--- src/rtl/ascii_pkg.sv ---
// Shared constants and state type for the ASCII decimal-string parser.
package ascii_pkg;

  localparam logic [7:0] ASCII_ZERO = 8'h30;
  localparam logic [7:0] ASCII_NINE = 8'h39;
  localparam logic [7:0] ASCII_CR   = 8'h0D;
  localparam logic [7:0] ASCII_LF   = 8'h0A;

  typedef enum logic [1:0] {
    IDLE,
    ACCUM,
    ERR,
    DONE
  } state_e;

endpackage

--- src/rtl/ascii_dec_parser_if.sv ---
// Character-in / value-out handshake bundle of the ASCII decimal parser.
interface ascii_dec_parser_if #(
  parameter int unsigned OUT_W = 20,
  parameter int unsigned CNT_W = 3
);

  logic [7:0]       char_in;
  logic             char_valid;
  logic             char_ready;
  logic [OUT_W-1:0] value_out;
  logic             value_valid;
  logic             value_ready;
  logic             error;
  logic             overflow;
  logic [CNT_W-1:0] digit_count;

  // Upstream character source that also consumes the converted value.
  modport master (
    output char_in, char_valid, value_ready,
    input  char_ready, value_out, value_valid, error, overflow, digit_count
  );

  modport slave (
    input  char_in, char_valid, value_ready,
    output char_ready, value_out, value_valid, error, overflow, digit_count
  );

endinterface

--- src/rtl/ascii_digit_class.sv ---
// Combinational ASCII classifier: decimal digit, line terminator, digit value.
module ascii_digit_class
  import ascii_pkg::*;
(
  input  logic [7:0] char_in,
  output logic       is_digit,
  output logic       is_term,
  output logic [3:0] digit
);

  always_comb begin
    is_digit = (char_in >= ASCII_ZERO) && (char_in <= ASCII_NINE);
    is_term  = (char_in == ASCII_CR) || (char_in == ASCII_LF);
    // Low nibble of 0x30..0x39 is the digit value; don't-care otherwise.
    digit    = char_in[3:0];
  end

endmodule

--- src/rtl/ascii_dec_parser.sv ---
// Serial ASCII decimal-string to binary converter with illegal-character and
// overflow flags, one character per handshake, result on a valid/ready port.
module ascii_dec_parser
  import ascii_pkg::*;
#(
  parameter int unsigned MAX_DIGITS = 6,
  parameter int unsigned OUT_W      = 20
) (
  input  logic               clk,
  input  logic               rst_n,
  ascii_dec_parser_if.slave  bus
);

  localparam int unsigned CntW  = $clog2(MAX_DIGITS + 1);
  localparam int unsigned ProdW = OUT_W + 4;

  state_e           state_q, state_d;
  logic [OUT_W-1:0] acc_q, acc_d;
  logic [CntW-1:0]  cnt_q, cnt_d;
  logic             err_q, err_d;
  logic             ovf_q, ovf_d;

  logic             is_digit, is_term;
  logic [3:0]       digit;
  logic [ProdW-1:0] acc_ext, prod;
  logic             prod_ovf, cnt_full, accept;

  ascii_digit_class u_class (
    .char_in  (bus.char_in),
    .is_digit (is_digit),
    .is_term  (is_term),
    .digit    (digit)
  );

  // acc*10 + digit with four guard bits; anything in the guard bits overflows.
  assign acc_ext  = {4'b0000, acc_q};
  assign prod     = (acc_ext << 3) + (acc_ext << 1) + ProdW'(digit);
  assign prod_ovf = |prod[ProdW-1:OUT_W];
  assign cnt_full = (cnt_q == CntW'(MAX_DIGITS));
  assign accept   = bus.char_valid && bus.char_ready;

  always_comb begin
    state_d = state_q;
    acc_d   = acc_q;
    cnt_d   = cnt_q;
    err_d   = err_q;
    ovf_d   = ovf_q;
    unique case (state_q)
      IDLE: begin
        if (accept) begin
          if (is_digit) begin
            acc_d   = OUT_W'(digit);
            cnt_d   = CntW'(1);
            state_d = ACCUM;
          end else if (!is_term) begin
            err_d   = 1'b1;
            state_d = ERR;
          end
        end
      end
      ACCUM: begin
        if (accept) begin
          if (is_digit) begin
            if (cnt_full || prod_ovf) begin
              ovf_d   = 1'b1;
              state_d = ERR;
            end else begin
              acc_d = prod[OUT_W-1:0];
              cnt_d = cnt_q + CntW'(1);
            end
          end else if (is_term) begin
            state_d = DONE;
          end else begin
            err_d   = 1'b1;
            state_d = ERR;
          end
        end
      end
      ERR: begin
        // First fault cause is already latched; only a terminator matters now.
        if (accept && is_term) begin
          state_d = DONE;
        end
      end
      DONE: begin
        if (bus.value_ready) begin
          acc_d   = '0;
          cnt_d   = '0;
          err_d   = 1'b0;
          ovf_d   = 1'b0;
          state_d = IDLE;
        end
      end
      default: state_d = IDLE;
    endcase
  end

  always_ff @(posedge clk or negedge rst_n) begin
    if (!rst_n) begin
      state_q <= IDLE;
      acc_q   <= '0;
      cnt_q   <= '0;
      err_q   <= 1'b0;
      ovf_q   <= 1'b0;
    end else begin
      state_q <= state_d;
      acc_q   <= acc_d;
      cnt_q   <= cnt_d;
      err_q   <= err_d;
      ovf_q   <= ovf_d;
    end
  end

  assign bus.char_ready  = (state_q != DONE);
  assign bus.value_valid = (state_q == DONE);
  assign bus.value_out   = ((state_q == DONE) && !err_q && !ovf_q) ? acc_q : '0;
  assign bus.error       = err_q;
  assign bus.overflow    = ovf_q;
  assign bus.digit_count = cnt_q;

endmodule

--- src/flat_wrapper.sv ---
// flat-port wrapper written by rule: the top's interface ports become plain ports
module ascii_dec_parser_flat import ascii_pkg::*;
#(
  parameter int unsigned MAX_DIGITS = 6,
  parameter int unsigned OUT_W      = 20
)
  (clk, rst_n, bus_char_in, bus_char_valid, bus_value_ready, bus_char_ready, bus_value_out, bus_value_valid, bus_error, bus_overflow, bus_digit_count);
  ascii_dec_parser_if #(.OUT_W(OUT_W), .CNT_W(3)) bus_i ();
  input  logic clk;
  input  logic rst_n;
  input wire logic [$bits(bus_i.char_in)-1:0] bus_char_in;
  input wire logic [$bits(bus_i.char_valid)-1:0] bus_char_valid;
  input wire logic [$bits(bus_i.value_ready)-1:0] bus_value_ready;
  output wire logic [$bits(bus_i.char_ready)-1:0] bus_char_ready;
  output wire logic [$bits(bus_i.value_out)-1:0] bus_value_out;
  output wire logic [$bits(bus_i.value_valid)-1:0] bus_value_valid;
  output wire logic [$bits(bus_i.error)-1:0] bus_error;
  output wire logic [$bits(bus_i.overflow)-1:0] bus_overflow;
  output wire logic [$bits(bus_i.digit_count)-1:0] bus_digit_count;
  assign bus_i.char_in = bus_char_in;
  assign bus_i.char_valid = bus_char_valid;
  assign bus_i.value_ready = bus_value_ready;
  assign bus_char_ready = bus_i.char_ready;
  assign bus_value_out = bus_i.value_out;
  assign bus_value_valid = bus_i.value_valid;
  assign bus_error = bus_i.error;
  assign bus_overflow = bus_i.overflow;
  assign bus_digit_count = bus_i.digit_count;
  ascii_dec_parser #(.MAX_DIGITS(MAX_DIGITS), .OUT_W(OUT_W)) u_core (.clk(clk), .rst_n(rst_n), .bus(bus_i));
endmodule
--- config.mk ---
export PLATFORM = sky130hd
export DESIGN_NAME = ascii_dec_parser_flat
export DESIGN_NICKNAME = d
export VERILOG_FILES = /design/src/rtl/ascii_pkg.sv /design/src/rtl/ascii_dec_parser_if.sv /design/src/rtl/ascii_digit_class.sv /design/src/rtl/ascii_dec_parser.sv /design/src/flat_wrapper.sv
export SDC_FILE = /design/constraint.sdc
export NUM_CORES = 1
export LEC_CHECK = 0
export ABC_AREA = 0
export CORE_MARGIN = 3
export CORE_UTILIZATION = 55
export DETAILED_ROUTE_END_ITERATION = 10
export HOLD_SLACK_MARGIN = 0.06
export PLACE_DENSITY = 0.79
export SYNTH_ARGS = -nofsm -noshare
export SYNTH_HDL_FRONTEND = slang
export SYNTH_HIERARCHICAL = 1
export SYNTH_SLANG_ARGS = --single-unit
--- constraint.sdc ---
create_clock -name clk -period 4.45 [get_ports clk]
set_clock_uncertainty 0.05 [all_clocks]
set_input_delay 0.89 -clock clk [delete_from_list [all_inputs] [get_ports clk]]
set_output_delay 0.89 -clock clk [all_outputs]
set_load 0.05 [all_outputs]
After elaboration in Yosys (flattened, before gate mapping)
Index checks and enable logic that the tools add are counted.
{ "op_classes": {"n_addsub": 3, "magnitude_cmp": 2, "muxes": 34, "eq_ne": 20, "reduce_logical": 19} }
{ "op_table": {"columns": ["op", "count"], "rows": [
  ["$mux 20", 7],
  ["$pmux 20 s3", 1],
  ["$add 23x21->24", 1],
  ["$add 24x4->24", 1],
  ["$mux 3", 6],
  ["$eq 8x4->1 const B", 2],
  ["$mux 2", 8],
  ["$ne 2x1->1 const B", 7],
  ["$ne 2x2->1 const B", 5],
  ["$reduce_and 5->1", 2],
  ["$pmux 3 s3", 1],
  ["$ge 8x6->1 const B", 1],
  ["$le 8x6->1 const B", 1],
  ["$mux 1", 8],
  ["$pmux 2 s4", 1],
  ["$reduce_and 7->1", 1],
  ["$reduce_and 6->1", 1],
  ["$logic_and 1x1->1", 5],
  ["$eq 2x2->1 const B", 2],
  ["$pmux 1 s2", 2],
  ["$reduce_bool 2->1", 2],
  ["$reduce_or 4->1", 1],
  ["$add 3x1->3 const B", 1],
  ["$eq 3x3->1 const B", 1],
  ["other kinds (8)", 10]
]} }
{ "word_totals": {"word_cells": 83, "inputBits": 12, "regBits": 27} }

Longest topological paths before layout
Gate-level depths: netlist of the first run.
{ "depth": {"word_depth": 8, "depth_mapped": 15, "ltp_nobuf": 12} }

By module
Netlist of the first run, hierarchy kept.
{ "by_module_without_submodules": {"columns": ["mod", "seq_area_each_um2", "area_per_inst_um2", "cells_per_inst", "n_inst"], "rows": [
  ["ascii_dec_parser", 675.6, 2976.6, 327, 1],
  ["ascii_digit_class", 0.0, 78.8, 11, 1]
]} }

Worst setup path after synthesis of the first run
Ideal clock, no wire load.
{ "synth_path": {"path_kind": "input to register", "from": "input bus_char_in[3]", "to": "register u_core.state_q[0]", "arrival_ps": 3955, "cell_stages": 14, "required_time_ps": 4275, "slack_ps": 320, "n_path_buf": 2, "setup_time_ps": 125, "cell_sequence": "buf_4 -> inv_1 -> fa_1 -> inv_1 -> fa_1 -> a21o_1 -> a221o_1 -> a211oi_4 -> nor2_1 -> a221oi_2 -> a2111oi_4 -> buf_6 -> a31oi_4 -> mux2_4"} }
{ "synth_via": {"elab_chain_len": 6, "elab_cells_between_ends": 20} }
{ "synth_lines": {"columns": ["element", "line", "text"], "rows": [
  ["from (decl)", "flat_wrapper.sv:11", "input wire logic [$bits(bus_i.char_in)-1:0] bus_char_in;"],
  ["branches (longest 6 deep; another with $add 24x4->24)", null, null],
  ["to (signal assigned)", "ascii_dec_parser.sv:106", "state_q <= state_d;"],
  ["to (decl)", "ascii_dec_parser.sv:17", "state_e state_q, state_d;"]
]} }
Parallel ways; which one is timed is not known. The select of a mux whose other input is x is not followed.
A chain may end at the register's enable or synchronous reset.

Worst setup path in the final report of the first run
{ "layout_path": {"from": "input bus_char_in[2]", "to": "register u_core.state_q[0]"} }
Same word-level chain as after synthesis.

==> results of run 1 <==
## cells in the mapped netlist (2+ instances only)
cell type | n | share of area
nand4_1 | 20 | 0.041
buf_6 | 4 | 0.015
nand3_1 | 5 | 0.0082
a21o_1 | 7 | 0.017
a21bo_1 | 12 | 0.039
inv_1 | 14 | 0.017
a21oi_1 | 25 | 0.041
a2bb2oi_1 | 2 | 0.0057
nor2_1 | 18 | 0.022
a22o_1 | 2 | 0.0057
o211ai_1 | 6 | 0.015
nor4_1 | 2 | 0.0041
buf_2 | 7 | 0.011
dfrtp_1 | 27 | 0.22
nand2b_1 | 3 | 0.0061
xor2_1 | 4 | 0.011
o21bai_1 | 2 | 0.0049
nand2_1 | 19 | 0.023
xnor2_1 | 11 | 0.032
a221o_1 | 3 | 0.0098
and4_1 | 2 | 0.0057
o21ai_1 | 2 | 0.0033
mux2i_1 | 6 | 0.020
buf_4 | 4 | 0.0098
and3_1 | 6 | 0.012
o21ai_0 | 8 | 0.013
ha_1 | 45 | 0.18
nor3_1 | 4 | 0.0066
a31oi_1 | 7 | 0.014
and2_1 | 18 | 0.037
a211oi_1 | 5 | 0.012
clkbuf_1 | 7 | 0.0086
mux2_4 | 6 | 0.029
fa_1 | 2 | 0.013
## per-stage QoR
step | power (mW) | setup slack, ns
global placement | 1.53 | -0.141
global route | 1.88 | 0.119
CTS | 1.72 | 0.0567
floorplan | 1.21 | 0.320
detailed placement | 1.56 | -0.243
finish | 1.73 | 0.274
## how the worst max path moves through the flow
stage              startpoint                 to  slack [ns]  cells after the start
5_1_grt        bus_char_in[2]   u_core/acc_q[18]        0.12                     14
3_3_place_gp   bus_char_in[3]  u_core/state_q[0]       -0.14                     14
2_1_floorplan  bus_char_in[3]  u_core/state_q[0]        0.32                     14
4_1_cts        bus_char_in[3]  u_core/state_q[0]        0.06                     14
3_5_place_dp   bus_char_in[3]  u_core/state_q[0]       -0.24                     14
6_report       bus_char_in[2]  u_core/state_q[0]        0.27                     13
## power breakdown
part	switching [mW]	internal, mW
clock network	0.0860	0.0638
logic	0.683	0.534
registers	0.0641	0.304
total	0.833	0.901
## placed cells by master, fill, tap and decap left out, drive strengths merged, types with 4 or more instances in the layout
cell type	n
buf	25
nor3	4
a31oi	8
mux2	7
o211ai	6
a21o	7
nand4	20
a21bo	12
dfrtp	27
and2	18
nand3	5
and3	7
nand2	19
a211oi	6
ha	45
inv	14
mux2i	6
xor2	4
o21ai	11
nor2	18
xnor2	11
clkdlybuf4s50	37
a21oi	25
## cells by family after synthesis
group	count (synthesis)	synth area share
fa+ha+maj	47	0.197
mux	13	0.0528
xor+xnor	15	0.0430
simple gates	105	0.186
flops	27	0.221
buf+inv	36	0.0618
compound gates	95	0.238
## worst max-delay path, cell delays in order
cell and delay (ns):
clkdlybuf4s50_1 0.48, ha_1 0.23, ha_1 0.24, fa_2 0.35, a21o_1 0.20, a221o_1 0.42, a21oi_2 0.17, o211ai_1 0.12
xor2_1 0.18, a2111oi_4 0.40, buf_4 0.23, a31oi_4 0.10, mux2_4 0.31
## cell type report
type / instances / area [um2]
clock buffers: 3 / 41.3
inverters: 14 / 52.6
well taps: 70 / 87.6
clock inverters: 1 / 7.51
multi-input cells: 275 / 2200
fillers: 441 / 1580
flip-flops and latches: 27 / 676
repair buffers: 63 / 587
## registers in the layout, summed over array words and instances (netlist names)
signal / cells
u_core/acc_q: 20
u_core/bus.digit_count: 3
u_core/state_q: 2
u_core/bus.error: 1
u_core/bus.overflow: 1
## metal layers
layer,wire length [um],GRT usage,vias up
met5,0,0,-
met4,92,0.0524,0
met3,245,0.0291,10
met2,3660,0.411,43
met1,3490,0.331,1288
li1,-,-,1345
## repair_timing
item,4_1_cts,5_1_grt
setup buffers,0,1
resized for setup,0,5
setup endpoints to repair,0,25
==> impl_metrics.csv, run 1 <==
group,metric,value,unit
placement,numPortBuffers,38,
sta,finalSetupViolCount,0,
logic_synthesis,async_flop_share,1.00,
sta,timing.hold.ws,0.501,ns
clock_tree,tritoncts,"done",
clock_tree,numClockSinks,27,
clock_tree,clk_latency,0.28,ns
critical_path,crit_fanout,6,
die,core,0.00524,mm2
critical_path,rr_worst_depth,13,
critical_path,required,4.58,ns
status,run_status,"finished, final reports clean",
sta,slew_headroom,0.637,
clock_tree,clockBufferDepth,2,
critical_path,r2r_slack,0.69,ns
global_route,grt_max_degree,30,
critical_path,critPathKind,"in2reg",
clock_tree,cts_buffers,3,
global_route,grt_pass1_vias,2570,
critical_path,worst_setup_path_start_kind,"input port",
sta,min_period,4.18,ns
worst_hold_path,min_to,"u_core/acc_q[18]",
sta,hold_viol_final,0,
worst_hold_path,worstHoldStart,"u_core/acc_q[18]",
sta,post-route-period-util,0.938,
sta,setup_tns,0,ns
die,pin_count,39,
layout,areaGrowthSynthToFinish,19.6,%
routing,drcViolationCount,0,
logic_synthesis,yosysUniqueCellTypes,57,
worst_hold_path,hp-class,"reg2reg",
placement,dpl_cell_area,0.00358,mm2
routing,ant_nets,0,
clock_tree,ctsHoldBuffers,0,
global_route,grt_pass1_wl,12300,um
routing,firstDrtPassIters,4,
clock_tree,htreeDepth,1,
die,die_h,80.5,um
worst_hold_path,worst_hold_path.num_cells,1,
clock_tree,clk_pin_slew,0.10,ns
logic_synthesis,syn_area,0.00306,mm2
placement,post-place-cells,448,
logic_synthesis,yosys_warnings,6,
logic_synthesis,synth_edf_count,0,
die,num_rows,26,
pwr,power.leakage,1.91,nW
die,dieWidth,80.5,um
critical_path,end_kind,"flip-flop",
clock_tree,cts-root-buf,"clkbuf_8",
layout,layout-drive-gt1-share,0.117,
sta,drv_slew,0,
logic_synthesis,netlist_instances,338,
job,drv_cap,0,
routing,vias_per_cell,5.93,
layout,final_cell_area,0.00365,mm2
sta,tightestPinTransition,0.543,ns
layout,nNetsFinal,443,
logic_synthesis,seq_area_frac_synth,0.221,
sta,rsz0062_at_grt,"no",
routing,totalWireLength,7480,um
logic_synthesis,dominantRegCellSynth,"dfrtp_1",
global_route,grtUsageTotal,0.243,
global_route,antenna_found_initial,0,
routing,drtIter0Drc,158,
routing,detail_route.wl_per_cell,16.5,um
logic_synthesis,ys_ff_latch,27,
placement,gp_congestion,0.891,
die,die-area,0.00649,mm2
pwr,p_per_area,475,mW/mm2
logic_synthesis,synth_nets,397,
critical_path,timing.rr.end,"u_core/state_q[0]",
critical_path,worstPathArrival,4.31,ns
logic_synthesis,avgSynthCellArea,9.04,um2
routing,vias,2686,
global_route,grt_overflow,0,
layout,final_cells,453,
die,initial_core_util,0.583,
layout,antennaDiodeCount,0,
critical_path,timing.rr.start,"u_core/acc_q[0]",
sta,max_freq,0.239,GHz
layout,fin_util,0.698,
placement,place_hpwl,5860,um
pwr,ir_drop,0.419,mV
(Power assumes the default switching activity.)
==> inputs of run 2 (changes only) <==
--- a/config.mk
+++ b/config.mk
@@ -6,11 +6,12 @@
 export NUM_CORES = 1
 export LEC_CHECK = 0
 export ABC_AREA = 0
+export CAP_MARGIN = 20
 export CORE_MARGIN = 3
-export CORE_UTILIZATION = 55
+export CORE_UTILIZATION = 25
 export DETAILED_ROUTE_END_ITERATION = 10
 export HOLD_SLACK_MARGIN = 0.06
-export PLACE_DENSITY = 0.79
+export PLACE_DENSITY = 0.42
 export SYNTH_ARGS = -nofsm -noshare
 export SYNTH_HDL_FRONTEND = slang
 export SYNTH_HIERARCHICAL = 1
==> run 2 against run 1 <==
Compared with the run above:
- cell area up 6.1%
- cell count up 17%
- largest power group unchanged
- flip-flop and latch count unchanged
- clock-buffer cell count unchanged
- non-clock buffer count up 5
- die area up 110%
- maximum frequency down 2.5%
- routed wire length up 14%
- utilization down 37 points
- sequential share of layout area down 1.1 points
==> impl_metrics.csv, run 2 (synthesis gave the netlist of run 1 again) <==
group,metric,value,unit
status,run_status,"finished, final reports clean",
clock_tree,numClockSinks,27,
critical_path,crit_chain,"clkdlybuf4s50_1, ha_1, ha_1, fa_2, a21o_1, a221o_1, a211oi_4, nor2_1, a221oi_2, a2111oi_4, buf_4, o21ai_4, buf_12, mux2_1",
die,dieWidth,117,um
routing,totalWireLength,8530,um
clock_tree,clk_latency,0.26,ns
global_route,grt_pass1_wl,14000,um
routing,detail_route.wl_per_cell,16.1,um
pwr,ir_drop,0.253,mV
die,initial_core_util,0.262,
sta,hold_viol_final,0,
layout,final_cell_mix,"ha_1 (45), clkdlybuf4s50_1 (37), dfrtp_1 (27), buf_4 (26), a21oi_1 (25)",
critical_path,required,4.55,ns
routing,firstDrtPassIters,4,
pwr,p_total,1.88,mW
layout,layout-drive-gt1-share,0.139,
sta,fin_ws,0.166,ns
pwr,p_per_area,486,mW/mm2
clock_tree,cts-root-buf,"clkbuf_16",
global_route,grt_max_degree,30,
layout,nNetsFinal,448,
routing,drtIter0Drc,92,
pwr,power.leakage,1.97,nW
critical_path,critPathKind,"in2reg",
routing,vias_per_cell,5.00,
die,core,0.0117,mm2
clock_tree,clockBufferDepth,2,
sta,setup_tns,0,ns
routing,ant_nets,0,
layout,largest_register_ffs,20,
global_route,grtUsageTotal,0.129,
sta,finalSetupViolCount,0,
sta,drv_slew,0,
worst_hold_path,hp-class,"reg2reg",
placement,gp_congestion,0.817,
clock_tree,cts_buffers,3,
critical_path,end_kind,"flip-flop",
placement,pre_cts_ws,-0.351,ns
job,drv_cap,0,
global_route,antenna_found_initial,0,
placement,place_hpwl,6820,um
sta,min_period,4.28,ns
layout,regMostFlops,"u_core/acc_q",
sta,max_freq,0.233,GHz
critical_path,cp_num_buf_inv,3,
critical_path,cp_top_family,"compound AO/OA/AOI/OAI gates",
global_route,grt_overflow,0,
critical_path,critPathSlowestCell,"clkdlybuf4s50_1",
layout,antennaDiodeCount,0,
die,pin_count,39,
layout,areaGrowthSynthToFinish,26.9,%
critical_path,path_common_cell,"ha_1",
critical_path,worstPathArrival,4.39,ns
clock_tree,htreeDepth,1,
die,num_rows,39,
placement,numPortBuffers,38,
clock_tree,tritoncts,"done",
layout,layout_commonest_cell,"ha_1",
routing,vias,2654,
sta,tightestPinTransition,0.591,ns
die,die-area,0.0136,mm2
critical_path,worst_setup_path_start_kind,"input port",
sta,rsz0062_at_grt,"no",
sta,slew_headroom,0.604,
die,die_h,117,um
layout,fill_cells,1207,
critical_path,slowest_delay,0.48,ns
sta,post-route-period-util,0.963,
routing,drcViolationCount,0,
critical_path,crit_fanout,9,
global_route,grt_pass1_vias,2632,
clock_tree,clk_pin_slew,0.07,ns
==> run 2: power breakdown <==
part	total [mW]	internal (mW)	leakage (nW)	switching (mW)
Clock	0.210	0.124	0.0415	0.0854
Sequential	0.380	0.304	0.356	0.0766
Combinational	1.29	0.593	1.58	0.700
Total	1.88	1.02	1.97	0.863
==> run 2: final timing paths <==
| kind | start | to | slack [ns] | depth (start not counted) |
|---|---|---|---|---|
| max in group asynchronous | rst_n | u_core/acc_q[15] | 3.10 | 2 |
| worst min-delay path | u_core/acc_q[15] | u_core/acc_q[15] | 0.52 | 1 |
| worst min register to register | u_core/acc_q[15] | u_core/acc_q[15] | 0.52 | 1 |
| worst max-delay path | bus_char_in[2] | u_core/acc_q[4] | 0.17 | 14 |
| worst max register to register | u_core/acc_q[2] | u_core/acc_q[4] | 0.75 | 14 |
| min in group asynchronous | rst_n | u_core/acc_q[19] | 0.96 | 2 |
==> run 2: repair_timing <==
item,CTS,global route
buffers inserted,5,2
resized for setup,6,5
hold buffers,0,0
gates cloned,0,0
setup endpoints to repair,6,18
pin swaps,8,4
hold endpoints to repair,0,0
==> run 2: final cells by class <==
class                      count  area, um2  share of cell area
multi-input combinational    275       2240               0.578
sequential                    27        676               0.174
timing repair buffer          68        644               0.166
tap                          143        179              0.0462
clock buffer                   3       75.1              0.0194
inverter                      14       52.6              0.0136
clock inverter                 1       8.76             0.00226
==> run 2: metal layers <==
layer / GRT usage / wire (um)
met4: 0.00917 / 21
met5: 0 / 0
met1: 0.189 / 4370
met3: 0.0192 / 287
met2: 0.210 / 3860
==> run 2: through the flow <==
stage / hold WS [ns] / instance area, um2 / std cells / util
global route: 0.546 / 3880 / 531 / 0.332
finish: 0.524 / 3880 / 531 / 0.332
floorplan: 0.444 / 3060 / 338 / -
CTS: 0.528 / 3840 / 529 / 0.329
global placement: 0.514 / 3670 / 520 / 0.315
detailed placement: 0.513 / 3670 / 520 / 0.315
